**src/rtl/sram_spi_engine.sv**
```systemverilog
// Purpose: SPI mode-0 PHY for a 24-bit-address serial SRAM; one byte read/write per request.
// Latency: accept to resp_valid is 81 enabled cycles (40 bits x 2 phases + DONE).
// Backpressure: req_ready high only in IDLE; ena low freezes every register and pin.
//
// Ports: clk/rst_n (async active-low), ena (global clock enable),
//        req_valid/req_ready/req_write/req_addr/req_wdata (request handshake),
//        resp_valid/resp_rdata (completion pulse + read byte),
//        sram_cs/sram_sck/sram_si (pins out), sram_so (pin in).
// Optional: define SRAM_MODE_INIT_EN to issue WRMR 0x40 (sequential mode) after reset.
module sram_spi_engine (
    input  logic        clk,
    input  logic        rst_n,
    input  logic        ena,
    input  logic        req_valid,
    output logic        req_ready,
    input  logic        req_write,
    input  logic [23:0] req_addr,
    input  logic [7:0]  req_wdata,
    output logic        resp_valid,
    output logic [7:0]  resp_rdata,
    output logic        sram_cs,
    output logic        sram_sck,
    output logic        sram_si,
    input  logic        sram_so
);

`ifdef SRAM_MODE_INIT_EN
    typedef enum logic [1:0] {IDLE, SHIFT, DONE, INIT} state_t;
    localparam state_t     RST_STATE = INIT;
    // WRMR followed by the mode byte, left-aligned in the transmit register.
    localparam logic [39:0] RST_SHREG = {8'h01, 8'h40, 24'h000000};
    localparam logic       RST_INIT  = 1'b1;
`else
    typedef enum logic [1:0] {IDLE, SHIFT, DONE} state_t;
    localparam state_t     RST_STATE = IDLE;
    localparam logic [39:0] RST_SHREG = 40'h0;
    localparam logic       RST_INIT  = 1'b0;
`endif

    state_t      state, state_nxt;
    logic [39:0] shreg;
    logic [7:0]  rx_sh;
    logic [5:0]  bit_cnt;
    logic        phase;
    logic        is_read;
    logic        init_xfer;
    logic        shifting;
    logic        last_bit;

`ifdef SRAM_MODE_INIT_EN
    assign shifting = (state == SHIFT) || (state == INIT);
`else
    assign shifting = (state == SHIFT);
`endif

    // The init sequence is only 16 bits long; normal transfers are 40.
    assign last_bit = init_xfer ? (bit_cnt == 6'd15) : (bit_cnt == 6'd39);

    // Pins are decoded from registered state so a frozen ena freezes them too,
    // and an async reset of the state register raises CS without a clock.
    assign sram_cs    = ~shifting;
    assign sram_sck   = shifting & phase;
    assign sram_si    = shifting & shreg[39];
    assign req_ready  = (state == IDLE);
    assign resp_valid = (state == DONE) & ~init_xfer;

    always_ff @(posedge clk or negedge rst_n) begin
        if (!rst_n) begin
            state <= RST_STATE;
        end else if (ena) begin
            state <= state_nxt;
        end
    end

    always_comb begin
        state_nxt = state;
        case (state)
            IDLE:    if (req_valid) state_nxt = SHIFT;
            SHIFT:   if (phase && last_bit) state_nxt = DONE;
`ifdef SRAM_MODE_INIT_EN
            INIT:    if (phase && last_bit) state_nxt = DONE;
`endif
            DONE:    state_nxt = IDLE;
            default: state_nxt = IDLE;
        endcase
    end

    always_ff @(posedge clk or negedge rst_n) begin
        if (!rst_n) begin
            shreg      <= RST_SHREG;
            rx_sh      <= 8'h00;
            bit_cnt    <= 6'd0;
            phase      <= 1'b0;
            is_read    <= 1'b0;
            init_xfer  <= RST_INIT;
            resp_rdata <= 8'h00;
        end else if (ena) begin
            if (state == IDLE) begin
                if (req_valid) begin
                    shreg     <= {req_write ? 8'h02 : 8'h03, req_addr,
                                  req_write ? req_wdata : 8'h00};
                    is_read   <= ~req_write;
                    init_xfer <= 1'b0;
                    bit_cnt   <= 6'd0;
                    phase     <= 1'b0;
                end
            end else if (shifting) begin
                if (!phase) begin
                    phase <= 1'b1;
                end else begin
                    // End of the SCK-high phase: sample SO, advance to the next bit.
                    phase   <= 1'b0;
                    shreg   <= {shreg[38:0], 1'b0};
                    rx_sh   <= {rx_sh[6:0], sram_so};
                    bit_cnt <= bit_cnt + 6'd1;
                    // The last eight samples are the data byte; publish it as DONE starts.
                    if (last_bit && is_read) begin
                        resp_rdata <= {rx_sh[6:0], sram_so};
                    end
                end
            end
        end
    end

endmodule

```
**config.mk**
```make
export PLATFORM = sky130hd
export DESIGN_NAME = sram_spi_engine
export DESIGN_NICKNAME = d
export VERILOG_FILES = /design/src/rtl/sram_spi_engine.sv
export SDC_FILE = /design/constraint.sdc
export NUM_CORES = 1
export LEC_CHECK = 0
export BUFFER_PORTS_ARGS = -buffer_cell sky130_fd_sc_hd__buf_2
export CAP_MARGIN = 10
export CORE_MARGIN = 5
export CORE_UTILIZATION = 30
export CTS_CLUSTER_DIAMETER = 50
export DETAILED_ROUTE_END_ITERATION = 8
export GPL_ROUTABILITY_DRIVEN = 0
export GPL_TIMING_DRIVEN = 0
export PLACE_DENSITY = 0.57
export SLEW_MARGIN = 10
export SYNTH_ARGS = -nofsm -noshare
export SYNTH_HDL_FRONTEND = slang
export SYNTH_SLANG_ARGS = --single-unit
```
**constraint.sdc**
```tcl
create_clock -name clk -period 2.45 [get_ports clk]
set_clock_uncertainty 0.1 [all_clocks]
set_input_delay 0 -clock clk [delete_from_list [all_inputs] [get_ports clk]]
set_output_delay 0 -clock clk [all_outputs]
set_load 0.005 [all_outputs]
```
==> results.py, run 1 <==
metrics = {
    "global_route": {
        "antenna_found_initial": 0,
        "grt-ovfl-total": 0,
        "grt_pass1_wl_um": 11750,
        "use_met3_pct": 3.288,
        "use_met1_pct": 15.65,
        "grt_util_all_layers_pct": 12.43,
        "grt_pass1_vias": 2505,
        "grt.busiest_layer": "met2",
        "grt_max_degree": 56,
        "use_met2_pct": 21.05,
    },
    "cts": {
        "hold_buffers": 37,
        "ctsResizeCount": 0,
        "htree_levels": 3,
        "cts_num_sinks": 65,
        "postCtsSetupBuffers": 0,
        "clock_latency_ps": 330,
        "clockBufferDepth": 2,
        "path_clk_slew_ps": 70,
        "clockRootBuffer": "clkbuf_8",
        "tritoncts": "done",
        "numCtsBuffers": 9,
    },
    "power": {
        "p_per_area_mw_per_mm2": 799.7,
        "peakVddDrop_mv": 0.4002,
        "leakagePower_nw": 1.738,
        "p_total_w": 0.003142,
    },
    "place": {
        "port_buffers": 49,
        "dp_hpwl_um": 4604,
        "place_inst": 441,
    },
    "synthesis": {
        "synth_top_family_by_area": "multiplexers",
        "ys_seq_elements": 65,
        "syn_area_mm2": 0.002960,
        "synth-compound-area-share_pct": 16.31,
        "yosys.area.top_type_share_pct": 54.95,
        "synth_warnings": 0,
        "synth_area_leaders": "dfrtp_1 (55%), o21ai_0 (10%), mux2i_1 (8.8%), mux2_2 (8.4%), a22o_1 (2.1%)",
        "synth.mux.area_fraction_pct": 17.16,
        "synth.largest_area_cell": "dfrtp_1",
        "synthCells": 258,
        "synth_nets": 297,
        "synth_fa_ha_area_share_pct": 0.4227,
        "synth_seq_area_share_pct": 54.95,
        "syn_avg_cell_area_um2": 11.47,
        "yosys.area_share.simple_pct": 7.354,
        "synth_cell_types": 37,
        "synthXorXnorAreaFrac_pct": 0,
    },
    "timing": {
        "worst_pin_slew_ps": 1136,
        "max_slew_margin_pct": 23.21,
        "setup_violations": 0,
        "final.setup.tns_ps": 0,
        "holdWs_ps": 48.03,
        "rsz0062_at_grt": "no",
        "drv_slew": 0,
        "fin_crit_ps": 1963,
        "fmax_mhz": 509.5,
        "hold_viol_final": 0,
        "period_share_pct": 80.11,
    },
    "cells_and_area": {
        "diodes": 0,
        "drive_gt1_share_pct": 27.70,
        "syn_to_final_growth_pct": 32.71,
        "final_common_cell": "dfrtp_1",
        "final_cell_mix": "dfrtp_1 (65), o21ai_0 (60), buf_2 (56)",
        "fin_nets": 395,
        "n_fill_cell": 960,
        "instances_no_fill": 494,
    },
    "worst_setup_path": {
        "crit_type": "reg -> reg",
        "crit_path_end_kind": "flip-flop",
        "start_kind": "flip-flop",
        "worstPathRequired_ps": 2600,
        "cp_max_fo": 10,
        "cp.arrival_ps": 2110,
    },
    "die": {
        "io_pins": 51,
        "dieArea_mm2": 0.01195,
        "core.rowCount": 36,
        "core-area_mm2": 0.009684,
        "initial_core_util_pct": 30.57,
        "die_w_um": 109.3,
        "die_h_um": 109.3,
    },
    "route": {
        "vias": 2335,
        "antenna_violating_nets_post_route": 0,
        "via_per_inst": 4.727,
        "firstDrtPassIters": 4,
        "wire_per_inst_um": 13.83,
        "drc": 0,
        "routed_wl_um": 6831,
        "first_iter_violations": 89,
    },
    "hold_path": {
        "worstHoldPathType": "in -> reg",
    },
    "outcome": {
        "status": "completed",
    },
    "run": {
        "max_cap_viol_count": 0,
    },
}
per-stage QoR:
step,area [µm²],util [%],setup WS (ps)
detailed placement,3402,35.13,509.2
global placement,3372,34.82,524.5
floorplan,2960,-,846.8
CTS,3929,40.57,501.2
finish,3929,40.57,487.2
global route,3929,40.57,325.2
cell usage after synthesis:
| cell | number |
|---|---|
| clkbuf_1 | 7 |
| a32o_1 | 1 |
| o31ai_1 | 3 |
| o21ai_0 | 60 |
| nand2_1 | 11 |
| nor2_1 | 2 |
| a221o_1 | 1 |
| o2bb2ai_1 | 1 |
| nand4bb_1 | 1 |
| nor4_2 | 1 |
| and3_1 | 1 |
| and2_1 | 2 |
| nor2b_1 | 2 |
| a21oi_1 | 3 |
| buf_6 | 1 |
| clkinv_2 | 1 |
| inv_1 | 3 |
| ha_1 | 1 |
| o221a_2 | 1 |
| or2_1 | 2 |
| mux2i_1 | 26 |
| and4b_1 | 1 |
| buf_4 | 2 |
| dfrtp_1 | 65 |
| or4_1 | 3 |
| o21ai_1 | 7 |
| nor2_2 | 1 |
| nor4bb_1 | 1 |
| nand3b_1 | 1 |
| nand2b_1 | 2 |
| o22a_1 | 1 |
| buf_1 | 1 |
| nand4_2 | 1 |
| mux2_2 | 22 |
| a22o_1 | 7 |
| buf_2 | 8 |
| nand3_1 | 4 |
flip-flops by register name (all words and copies together) (netlist names):
name and cells:
shreg 40, resp_rdata 8, rx_sh 7, bit_cnt 6, state 2, is_read 1
phase 1
cell type report:
type | count | area, µm² | area share (%)
sequential | 65 | 1627 | 41.40
tap | 133 | 166.4 | 4.236
timing repair buffer | 87 | 645.6 | 16.43
buffer | 19 | 96.34 | 2.452
inverter | 4 | 16.27 | 0.4140
clock inverter | 3 | 17.52 | 0.4459
multi-input combinational | 170 | 1221 | 31.08
clock buffer | 13 | 138.9 | 3.535
report_power, final:
group | switching, W | internal (W)
sequential | 0.000214 | 0.00144
clock | 0.000391 | 0.000365
combinational | 0.000338 | 0.000389
routing by layer:
metal / vias to the layer above / wire length [µm]
li1: 1135 / -
met2: 43 / 3344
met3: 6 / 249
met4: 0 / 65
met5: - / 0
met1: 1151 / 3171
worst paths after layout:
path	startpoint	endpoint	slack, ps	cells past startpoint
min in group asynchronous	rst_n	resp_rdata[3]	90	3
setup reg to reg	state[0]	shreg[31]	490	5
hold / removal	req_write	is_read	50	2
setup / recovery	state[0]	shreg[31]	490	5
hold reg to reg	shreg[37]	shreg[38]	390	1
max in group asynchronous	rst_n	resp_rdata[0]	1310	3
cells by family (layout without fill, tap and decap cells):
kind of cell | Yosys count | in the layout
flops | 65 | 65
mux | 48 | 48
compound gates | 85 | 85
fa+ha+maj | 1 | 1
simple gates | 36 | 36
buf+inv | 23 | 126
worst max-delay path, cell delays in order (launching register included):
cell	delay [ps]
dfrtp_1	470
mux2i_1	560
buf_2	320
buf_2	230
o21ai_0	90
o21ai_0	100
Power figures use the tool's default switching activity.
==> run 2, diff against run 1 <==
- ABC_AREA: unset -> 1
- PLACE_DENSITY: 0.57 -> 0.59
- clock period: 2.45 -> 1.8 ns (I/O delays scaled with it)
==> run 2 against run 1 <==
Compared with the run above: worst hold slack lost 39 ps; clock power rose by 41%; combinational power rose to 2.9 times the previous value; sequential power is 33% higher; sequential cell count is the same; final cell count up 24%; die area is 1.5% higher; critical path depth rose by 2; global-route usage increased by 0.40 points; largest cell class unchanged; largest power group unchanged.
==> results.py, run 2 <==
metrics = {
    "place": {
        "dp_hpwl_um": 4868,
        "port_buffers": 49,
    },
    "cts": {
        "clockRootBuffer": "clkbuf_8",
        "numCtsBuffers": 9,
        "postCtsSetupBuffers": 0,
        "cts_num_sinks": 65,
        "htree_levels": 3,
        "tritoncts": "done",
        "clock_latency_ps": 340,
        "clockBufferDepth": 2,
        "path_clk_slew_ps": 70,
    },
    "outcome": {
        "status": "completed",
    },
    "synthesis": {
        "synth_nets": 415,
        "yosys.area.top_type_share_pct": 54.03,
        "synthCells": 376,
        "ys.flop_type": "dfrtp_1",
        "yosysMostFrequentCell": "nand2_1",
        "synth_warnings": 0,
        "synth.largest_area_cell": "dfrtp_1",
        "syn_area_mm2": 0.003010,
        "synth_area_leaders": "dfrtp_1 (54%), nand2_1 (14%), o21ai_0 (11%), inv_1 (6.4%), nand3_1 (2.7%)",
        "synth_cell_types": 22,
        "async_flop_share_pct": 100.0,
        "synth-edff-count": 0,
        "ys_seq_elements": 65,
        "syn_avg_cell_area_um2": 8.006,
        "synth_commonest_cells": "nand2_1 (115), o21ai_0 (69), dfrtp_1 (65), inv_1 (51), nand3_1 (16)",
        "synth_seq_area_share_pct": 54.03,
    },
    "die": {
        "io_pins": 51,
        "core-area_mm2": 0.009774,
        "initial_core_util_pct": 30.80,
        "die_h_um": 110.2,
        "die_w_um": 110.2,
        "dieArea_mm2": 0.01214,
        "core.rowCount": 36,
    },
    "worst_setup_path": {
        "worstPathRequired_ps": 1910,
        "cp.arrival_ps": 1740,
        "start_kind": "flip-flop",
        "cp.buffers_inverters": 2,
        "crit_type": "reg -> reg",
        "cpMostUsedCell": "nand2_1",
        "cp_cell_sequence": "nor2_4 > inv_2 > nand2_1 > nand3_1 > buf_2 > nand2_1 > o21ai_0",
        "crit_path_end_kind": "flip-flop",
        "cp_max_fo": 10,
        "critPathMaxStageDelay_ps": 490,
        "cpMaxStageDelayCell": "dfrtp_2",
        "cp_top_family": "flip-flops",
    },
    "global_route": {
        "grt_pass1_vias": 2619,
        "antenna_found_initial": 0,
        "grt_pass1_wl_um": 12230,
        "grt_max_degree": 35,
        "grt-ovfl-total": 0,
        "grt_util_all_layers_pct": 12.83,
    },
    "cells_and_area": {
        "diodes": 0,
        "final_cell_mix": "nand2_1 (115), o21ai_0 (69), dfrtp_1 (64)",
        "drive_gt1_share_pct": 18.20,
        "fin_nets": 513,
        "largest_register_ffs": 40,
        "syn_to_final_growth_pct": 32.25,
        "final_common_cell": "nand2_1",
        "reg_top3": "shreg: 40 flops, resp_rdata: 8 flops, rx_sh: 7 flops",
        "top_register": "shreg",
    },
    "route": {
        "vias": 2676,
        "drc": 0,
        "antenna_violating_nets_post_route": 0,
        "first_iter_violations": 129,
        "via_per_inst": 4.380,
        "firstDrtPassIters": 4,
        "routed_wl_um": 7181,
        "wire_per_inst_um": 11.75,
    },
    "power": {
        "peakVddDrop_mv": 0.6606,
        "p_comb_share_pct": 39.0,
        "p_switching_w": 0.002145,
        "p_int_w": 0.003232,
        "p_per_area_mw_per_mm2": 1351,
        "pwr-share-clk_pct": 19.8,
        "switching_share_pct": 39.90,
        "seq_power_share_pct": 41.1,
        "leakagePower_nw": 1.974,
    },
    "timing": {
        "setup_violations": 0,
        "period_share_pct": 90.75,
        "holdWs_ps": 8.998,
        "drv_slew": 0,
        "fin_crit_ps": 1633,
        "max_slew_margin_pct": 68.36,
        "worst_pin_slew_ps": 474.5,
        "rsz0062_at_grt": "no",
        "fmax_mhz": 612.2,
        "hold_viol_final": 0,
        "final.setup.tns_ps": 0,
    },
    "hold_path": {
        "worstHoldPathType": "in -> reg",
    },
    "run": {
        "max_cap_viol_count": 0,
    },
}
-- run 2: cell types whose count changed in the layout (fill, tap and decap cells not counted), sizes merged, moves of 7 or more --
| cell | change |
|---|---|
| nand2 | +104 |
| inv | +50 |
| mux2i | -26 |
| mux2 | -22 |
| nor2 | +15 |
| nand3 | +13 |
| a22o | -7 |
-- run 2: logic make-up after synthesis --
| kind of cell | share of synthesized area, % |
|---|---|
| AOI/OAI and AO/OA | 14.88 |
| buffers and inverters | 9.476 |
| adders and majority gates | 0.4156 |
| DFF | 54.03 |
| and+or+nand+nor | 21.20 |
-- run 2: repair_timing --
action / CTS / global route
hold buffers: 36 / 0
endpoints found under the hold margin: 101 / 0
endpoints found under the setup margin: 0 / 8
resized for setup: 0 / 4
-- run 2: area by class of cell --
| type | count | area, µm² |
|---|---|---|
| plain buffers | 17 | 87.58 |
| fillers | 1011 | 5793 |
| repair buffers | 86 | 628.1 |
| inverters | 53 | 198.9 |
| flip-flops and latches | 65 | 1628 |
| clock inverters | 3 | 17.52 |
| well taps | 133 | 166.4 |
| multi-input cells | 242 | 1110 |
| clock buffers | 12 | 145.1 |
-- run 2: power groups by stage --
stage,clock network (W),logic (W),registers (W)
after floorplan,0,0.00148,0.00217
after global placement,0,0.00199,0.00221
after detailed placement,0,0.00203,0.00222
after CTS,0.00111,0.00210,0.00220
after global routing,0.00118,0.00246,0.00227
final,0.00107,0.00210,0.00221
-- run 2: worst min-delay path, delay by kind of cell --
kind	cells	cell delay (ps)
compound gates	1	60
buf+inv	1	220
simple gates	1	120
-- run 2: stage by stage --
stage / util (%) / instances / power (W) / setup slack [ps] / instance area (µm²)
finish: 40.73 / 611 / 0.005377 / 166.5 / 3981
global placement: 35.01 / 558 / 0.004194 / 156.7 / 3422
detailed placement: 35.24 / 559 / 0.004256 / 132.5 / 3445
floorplan: - / 376 / 0.003645 / 432.9 / 3010
global route: 40.73 / 611 / 0.005904 / 10.55 / 3981
CTS: 40.59 / 610 / 0.005411 / 31.33 / 3968
-- run 2: path summary, 6_finish.rpt --
kind,cells past startpoint,from,endpoint,slack [ps]
min,3,req_write,shreg[0],9
max,7,state[1],bit_cnt[3],170
max in group asynchronous,3,rst_n,shreg[3],1030
max reg2reg,7,state[1],bit_cnt[3],170
min in group asynchronous,2,rst_n,bit_cnt[1],40
min reg2reg,2,resp_rdata[2],resp_rdata[2],370
-- run 2: layer usage --
| metal | share of wire, % | wire (µm) | vias to the layer above | track usage, % |
|---|---|---|---|---|
| met5 | 0 | 0 | - | 0 |
| met4 | 0.91 | 65 | 0 | 3.078 |
| met3 | 5.1 | 366 | 7 | 4.252 |
| met2 | 44 | 3194 | 53 | 19.93 |
| met1 | 50 | 3555 | 1236 | 17.36 |
| li1 | - | - | 1380 | - |
==> run 3, diff against run 2 <==
- CTS_BUF_LIST: unset -> sky130_fd_sc_hd__clkbuf_8
==> run 3 against run 2 <==
Compared with the run above: largest cell class unchanged; sequential power is essentially flat; design area is the same; die area is the same.
==> results.py, run 3 (synthesis results as in run 2) <==
metrics = {
    "timing": {
        "hold_viol_final": 0,
        "final.setup.tns_ps": 0,
        "setup_violations": 0,
        "period_share_pct": 91.00,
        "fin_crit_ps": 1638,
        "fin_ws_ps": 162.0,
        "rsz0062_at_grt": "no",
        "fmax_mhz": 610.5,
        "worst_pin_slew_ps": 474.5,
        "drv_slew": 0,
        "max_slew_margin_pct": 68.36,
        "holdWs_ps": 8.357,
    },
    "global_route": {
        "antenna_found_initial": 0,
        "grt-ovfl-total": 0,
        "grt_max_degree": 35,
        "grt_util_all_layers_pct": 12.83,
        "grt_pass1_wl_um": 12230,
        "grt_pass1_vias": 2619,
    },
    "outcome": {
        "status": "completed",
    },
    "route": {
        "drc": 0,
        "via_per_inst": 4.394,
        "wire_per_inst_um": 11.74,
        "firstDrtPassIters": 4,
        "routed_wl_um": 7173,
        "antenna_violating_nets_post_route": 0,
        "vias": 2685,
        "first_iter_violations": 136,
    },
    "hold_path": {
        "hold_path_end": "shreg[0]",
        "min_from": "req_write",
        "worstHoldPathType": "in -> reg",
        "hold_depth": 3,
    },
    "worst_setup_path": {
        "cp.arrival_ps": 1740,
        "r2r-end": "bit_cnt[3]",
        "start_kind": "flip-flop",
        "ff2ff_path_depth": 7,
        "cp_max_fo": 10,
        "crit_type": "reg -> reg",
        "worstPathRequired_ps": 1910,
        "regToRegStartpoint": "state[1]",
        "r2r_setup_slack_ps": 160,
        "crit_path_end_kind": "flip-flop",
    },
    "cts": {
        "postCtsSetupBuffers": 0,
        "numCtsBuffers": 9,
        "clockBufferDepth": 2,
        "clock_latency_ps": 340,
        "tritoncts": "done",
        "htree_levels": 3,
        "cts_num_sinks": 65,
        "clockRootBuffer": "clkbuf_8",
        "path_clk_slew_ps": 70,
    },
    "die": {
        "die_h_um": 110.2,
        "dieArea_mm2": 0.01214,
        "die_w_um": 110.2,
        "core.rowCount": 36,
        "initial_core_util_pct": 30.80,
        "core-area_mm2": 0.009774,
        "io_pins": 51,
    },
    "cells_and_area": {
        "reg_top3": "shreg: 40 flops, resp_rdata: 8 flops, rx_sh: 7 flops",
        "syn_to_final_growth_pct": 32.25,
        "largest_register_ffs": 40,
        "finalCoreUtilization_pct": 40.73,
        "multiInputGateArea_mm2": 0.001110,
        "drive_gt1_share_pct": 18.20,
        "diodes": 0,
        "top_register": "shreg",
        "fin_nets": 513,
        "ff_latch_area_mm2": 0.001628,
        "n_fill_cell": 1011,
        "final_cell_mix": "nand2_1 (115), o21ai_0 (69), dfrtp_1 (64)",
        "final_common_cell": "nand2_1",
    },
    "run": {
        "max_cap_viol_count": 0,
    },
    "power": {
        "leakagePower_nw": 1.982,
        "peakVddDrop_mv": 0.6607,
        "p_per_area_mw_per_mm2": 1349,
        "p_total_w": 0.005370,
    },
    "place": {
        "place_ws_ps": 132.5,
        "port_buffers": 49,
        "dp_hpwl_um": 4868,
    },
}
==> run 3: cell types whose count changed in the layout (fill, tap and decap cells not counted), sizes merged <==
cell    delta
clkbuf     -2
inv        +2
==> run 3: report_power, final <==
part	switching (W)	internal, W
registers	0.000246	0.00197
clock network	0.000542	0.000515
logic	0.00136	0.000739
==> run 3: stage by stage <==
step / instance area, µm² / instances
global route: 3981 / 611
CTS: 3968 / 610
floorplan: 3010 / 376
finish: 3981 / 611
detailed placement: 3445 / 559
global placement: 3422 / 558
==> run 3: worst max-delay path, stage by stage, from the launching register on <==
cell and delay [ps]:
dfrtp_2 490, nor2_4 230, inv_2 140, nand2_1 80, nand3_1 100, buf_2 210, nand2_1 70, o21ai_0 90
==> run 3: cell type report <==
class                   instances  area share, %
inverters                      53          4.997
multi-input cells             242          27.88
flip-flops and latches         65          40.89
well taps                     133          4.180
plain buffers                  17          2.200
clock inverters                 5         0.6285
repair buffers                 86          15.78
clock buffers                  10          3.457
==> run 3: how the worst max path moves through the flow <==
stage / from / endpoint / slack, ps / cells after the start
finish: state[1] / bit_cnt[3] / 160 / 7
global route: state[0] / resp_rdata[2] / 10 / 7
CTS: state[1] / req_ready / 30 / 3
detailed placement: state[1] / bit_cnt[1] / 130 / 5
global placement: state[1] / shreg[1] / 160 / 5
floorplan: state[1] / bit_cnt[0] / 430 / 7
==> run 3: metal layers <==
| layer | GRT usage, % | up-vias | wire length (µm) |
|---|---|---|---|
| li1 | - | 1379 | - |
| met1 | 17.36 | 1241 | 3535 |
| met2 | 19.93 | 58 | 3194 |
| met3 | 4.252 | 7 | 378 |
| met4 | 3.078 | 0 | 65 |
| met5 | 0 | - | 0 |
==> run 3: repair_timing <==
| action | 4_1_cts | 5_1_grt |
|---|---|---|
| hold buffers | 36 | 0 |
| resized for setup | 0 | 4 |
| setup endpoints to repair | 0 | 8 |
| hold endpoints to repair | 101 | 0 |
